===== src/rtl/proc_ctrl_fsm.sv =====
`default_nettype none
// ============================================================================
//  Module      : proc_ctrl_fsm
//  Description : T0..T3 control sequencer for the 16-bit single-bus processor.
//                Latches a 9-bit instruction and drives bus-mux selects,
//                register load enables and ALU controls for each step.
//  Revision    : 1.0 - initial release
// ============================================================================
module proc_ctrl_fsm #(
  parameter int DATA_W = 16,
  parameter int IR_W   = 9
) (
  input  logic              clk,
  input  logic              resetn,
  input  logic              run,
  input  logic [DATA_W-1:0] din,
  output logic [IR_W-1:0]   ir,
  output logic [2:0]        rout,
  output logic              din_en,
  output logic              gout,
  output logic [7:0]        rin,
  output logic              ain,
  output logic              gin,
  output logic              addsub,
  output logic              done
);

  // Instruction format III_XXX_YYY, opcode in the top three bits.
  localparam int c_op_lsb = IR_W - 3;
  localparam int c_rx_lsb = IR_W - 6;
  localparam int c_ry_lsb = IR_W - 9;

  localparam logic [2:0] c_op_mv  = 3'b000;
  localparam logic [2:0] c_op_mvi = 3'b001;
  localparam logic [2:0] c_op_add = 3'b010;
  localparam logic [2:0] c_op_sub = 3'b011;

  typedef enum logic [1:0] {
    T0 = 2'd0,
    T1 = 2'd1,
    T2 = 2'd2,
    T3 = 2'd3
  } state_t;

  state_t          r_state;
  state_t          w_next_state;
  logic [IR_W-1:0] r_ir;

  logic [2:0] w_opcode;
  logic [2:0] w_rx;
  logic [2:0] w_ry;
  logic [7:0] w_rx_onehot;
  logic       w_is_arith;

  assign w_opcode    = r_ir[c_op_lsb +: 3];
  assign w_rx        = r_ir[c_rx_lsb +: 3];
  assign w_ry        = r_ir[c_ry_lsb +: 3];
  assign w_rx_onehot = 8'b0000_0001 << w_rx;
  assign w_is_arith  = (w_opcode == c_op_add) || (w_opcode == c_op_sub);

  // Only the low IR_W bits of din carry an instruction; the rest are ignored.
  generate
    if (DATA_W > IR_W) begin : g_din_spare
      logic w_unused_din_hi;
      assign w_unused_din_hi = ^din[DATA_W-1:IR_W];
    end
  endgenerate

  always_ff @(posedge clk or negedge resetn) begin
    if (!resetn) begin
      r_state <= T0;
      r_ir    <= '0;
    end else begin
      r_state <= w_next_state;
      if (r_state == T0 && run) begin
        r_ir <= din[IR_W-1:0];
      end
    end
  end

  assign ir = r_ir;

  always_comb begin
    w_next_state = r_state;
    rout         = 3'd0;
    din_en       = 1'b0;
    gout         = 1'b0;
    rin          = 8'd0;
    ain          = 1'b0;
    gin          = 1'b0;
    addsub       = 1'b0;
    done         = 1'b0;

    case (r_state)
      T0: begin
        if (run) begin
          w_next_state = T1;
        end
      end

      T1: begin
        case (w_opcode)
          c_op_mv: begin
            rout         = w_ry;
            rin          = w_rx_onehot;
            done         = 1'b1;
            w_next_state = T0;
          end
          c_op_mvi: begin
            din_en       = 1'b1;
            rin          = w_rx_onehot;
            done         = 1'b1;
            w_next_state = T0;
          end
          c_op_add, c_op_sub: begin
            rout         = w_rx;
            ain          = 1'b1;
            w_next_state = T2;
          end
          default: begin
            // Reserved opcodes retire as a no-op.
            done         = 1'b1;
            w_next_state = T0;
          end
        endcase
      end

      T2: begin
        if (w_is_arith) begin
          rout   = w_ry;
          gin    = 1'b1;
          addsub = w_opcode[0];
        end
        w_next_state = T3;
      end

      T3: begin
        if (w_is_arith) begin
          gout = 1'b1;
          rin  = w_rx_onehot;
          done = 1'b1;
        end
        w_next_state = T0;
      end

      default: begin
        w_next_state = T0;
      end
    endcase
  end

endmodule
`default_nettype wire


===== config.mk =====
export PLATFORM = sky130hd
export DESIGN_NAME = proc_ctrl_fsm
export DESIGN_NICKNAME = d
export VERILOG_FILES = /design/src/rtl/proc_ctrl_fsm.sv
export SDC_FILE = /design/constraint.sdc
export NUM_CORES = 1
export LEC_CHECK = 0
export ABC_AREA = 1
export BUFFER_PORTS_ARGS = -buffer_cell sky130_fd_sc_hd__buf_2
export CORE_MARGIN = 8
export CORE_UTILIZATION = 47
export CTS_BUF_LIST = sky130_fd_sc_hd__clkbuf_4 sky130_fd_sc_hd__clkbuf_8
export CTS_CLUSTER_DIAMETER = 30
export DETAILED_ROUTE_END_ITERATION = 12
export GPL_ROUTABILITY_DRIVEN = 0
export PLACE_DENSITY = 0.92
export SYNTH_ARGS = -nofsm -noshare
export SYNTH_HDL_FRONTEND = slang
export SYNTH_SLANG_ARGS = --single-unit

===== constraint.sdc =====
create_clock -name clk -period 4.9 [get_ports clk]
set_clock_uncertainty 0.15 [all_clocks]
set_input_delay 0.98 -clock clk [delete_from_list [all_inputs] [get_ports clk]]
set_output_delay 0.98 -clock clk [all_outputs]
set_load 0.01 [all_outputs]

==> flow_metrics.py <==
metrics = {
    "logic_synthesis": {
        "syn_avg_cell_area_sq_um": 7.533,
        "yosys.area_share.simple": 0.3322,
        "ys_ff_latch": 11,
        "yosysWarnings": 0,
        "synth_xor_area_frac": 0,
        "syn_inst": 98,
        "synth_fa_ha_area_frac": 0.08475,
        "synth_area_sq_um": 738.2,
        "ys_seq_area_frac": 0.3729,
        "syn_nets": 122,
        "synth_top_family_by_area": "simple AND/OR/NAND/NOR gates",
        "synth-compound-area-share": 0.07119,
        "synth.distinct_cells": 16,
        "muxShareOfSynthArea": 0.06102,
    },
    "route": {
        "avgRoutedWirePerCell_um": 13.15,
        "drt_iter0_markers": 15,
        "viasPerCell": 5.045,
        "drc": 0,
        "totalWireLength_um": 2025,
        "num_vias": 777,
        "drtAntennaViolNets": 0,
        "first_pass_iters": 5,
    },
    "power_and_ir_drop": {
        "peakVddDrop_uv": 288.7,
        "power.total_uw": 542.3,
        "p_leak_uw": 0.0005582,
        "p_per_area_nw_per_um2": 560.0,
    },
    "placed_design": {
        "dp_hpwl_um": 1659,
        "portBuffers": 37,
    },
    "worst_setup_path": {
        "crit_chain": "inv_1 > ha_1 > inv_1 > a21oi_1 > nand2_2 > nor2_1 > buf_2",
        "cp_common_cell": "inv_1",
        "crit_arrival_ns": 1.74,
        "critPathSlowestCell": "dfrtp_1",
        "critical_path_buf_inv_count": 3,
        "worst_setup_path_end_kind": "primary output",
        "crit_family": "flip-flops",
        "critPathRequiredTime_ns": 3.77,
        "path_max_fanout": 7,
        "max_stage_delay_ns": 0.41,
        "worstSetupPathType": "register to primary output",
        "critPathLaunchType": "register",
    },
    "clock_network": {
        "clkLatencyLatePin_ns": 0.26,
        "cts_tree": "built",
        "clockRootBuffer": "clkbuf_4",
        "cts_num_sinks": 11,
        "postCtsSetupRepairBufs": 0,
        "clk_pin_slew_ns": 0.08,
        "numCtsBuffers": 3,
        "post_cts_resized": 0,
        "htree_levels": 1,
        "cts.hold.buffers_added": 0,
        "clockBufferDepth": 2,
    },
    "timing": {
        "min_period_ns": 2.869,
        "period_share": 0.5855,
        "setup_viol_count_final": 0,
        "fmax_mhz": 348.6,
        "slew_viol_final": 0,
        "worst_slew_pin_slew_ns": 0.4747,
        "finalHoldViolCount": 0,
        "rsz0062_at_grt": "no",
        "whs_ns": 0.4215,
        "tns_ns": 0,
        "max-slew-margin-rel": 0.6828,
    },
    "floorplanning": {
        "start_util": 0.4958,
        "core_sq_um": 1489,
        "ioPinCount": 45,
        "die-height_um": 55.63,
        "dieArea_sq_um": 3095,
        "fp-row-count": 14,
        "die_w_um": 55.63,
    },
    "grt": {
        "grt_overflow_total": 0,
        "track_usage": 0.1366,
        "grt_pass1_vias": 859,
        "antenna_found_initial": 0,
        "grt_pass1_wl_um": 3670,
        "grt_max_degree": 15,
    },
    "cells_and_area": {
        "syn2layout_area_growth_pct": 31.19,
        "nets": 163,
        "final_cell_mix": "buf_2 (37), nor2_1 (25), inv_1 (12)",
        "final_common_cell": "buf_2",
        "antennaDiodeCount": 0,
        "drive_above_1_share": 0.3841,
    },
    "hold_path": {
        "hold_path_class": "input pin to async pin",
    },
    "status": {
        "status": "finished clean",
    },
    "flow_run": {
        "drv_cap": 0,
    },
}
## synth_stat cells (all sizes together)
cell type  count  share of area
o21ai          2          0.014
mux2           4          0.061
buf            1         0.0068
nand3          6          0.041
inv           14          0.071
dfrtp         11           0.37
ha             5          0.085
o21a           1          0.010
nand4          5          0.042
a21oi          7          0.047
nor3           1         0.0068
nor2          27           0.16
nand2         14          0.085
## worst register-to-register path, stage by stage (launching register included)
cell	delay, ns
dfrtp_1	0.38
inv_1	0.11
ha_1	0.23
nand2_1	0.37
mux2_2	0.40
## worst paths after layout
check	slack (ns)	cells after the start	endpoint	from
max in group asynchronous	3.97	1	ir[3]$_DFFE_PN0P_	resetn
max	2.03	7	rin[1]	register
max reg2reg	3.15	4	ir[1]$_DFFE_PN0P_	r_state[0]$_DFFE_PN0P_
min reg2reg	0.43	1	ir[2]$_DFFE_PN0P_	ir[2]$_DFFE_PN0P_
min	0.42	1	ir[1]$_DFFE_PN0P_	resetn
min in group clk	0.43	1	ir[2]$_DFFE_PN0P_	ir[2]$_DFFE_PN0P_
## stage by stage
| stage | area, sq um | util | std cells | setup WS, ns |
|---|---|---|---|---|
| floorplan | 738.2 | - | 98 | 2.538 |
| detailed placement | 938.4 | 0.6303 | 150 | 2.337 |
| global placement | 938.4 | 0.6303 | 150 | 2.362 |
| global route | 968.4 | 0.6504 | 154 | 1.890 |
| finish | 968.4 | 0.6504 | 154 | 2.031 |
| CTS | 968.4 | 0.6504 | 154 | 2.037 |
## power by group
part	internal, uW	switching, uW
Combinational	111	180
Sequential	133	50.6
Clock	37.0	30.3
Total	281	261
## registers in the layout, summed over array words and instances, names as in the netlist, named ones only
| name | count |
|---|---|
| r_state | 1 |
| ir | 9 |
## area by class of cell
class / instances / area, sq um
Clock buffer: 4 / 30.03
Fill cell: 131 / 520.5
Inverter: 14 / 52.55
Multi-Input combinational cell: 72 / 405.4
Sequential cell: 11 / 275.3
Tap cell: 16 / 20.02
Timing Repair Buffer: 37 / 185.2
## per-layer routing
metal / wire [um] / global-route usage / vias to the layer above
li1: - / - / 394
met2: 1025 / 0.2324 / 36
met3: 181 / 0.05479 / 2
met5: 0 / 0 / -
met4: 14 / 0.04225 / 0
met1: 803 / 0.1506 / 345
## kinds of logic after synthesis
family,count (synthesis)
DFF,11
and+or+nand+nor,53
buffers and inverters,15
muxes,4
AOI/OAI and AO/OA,10
adders and majority gates,5
No activity file was read; power rests on OpenSTA's default activity.
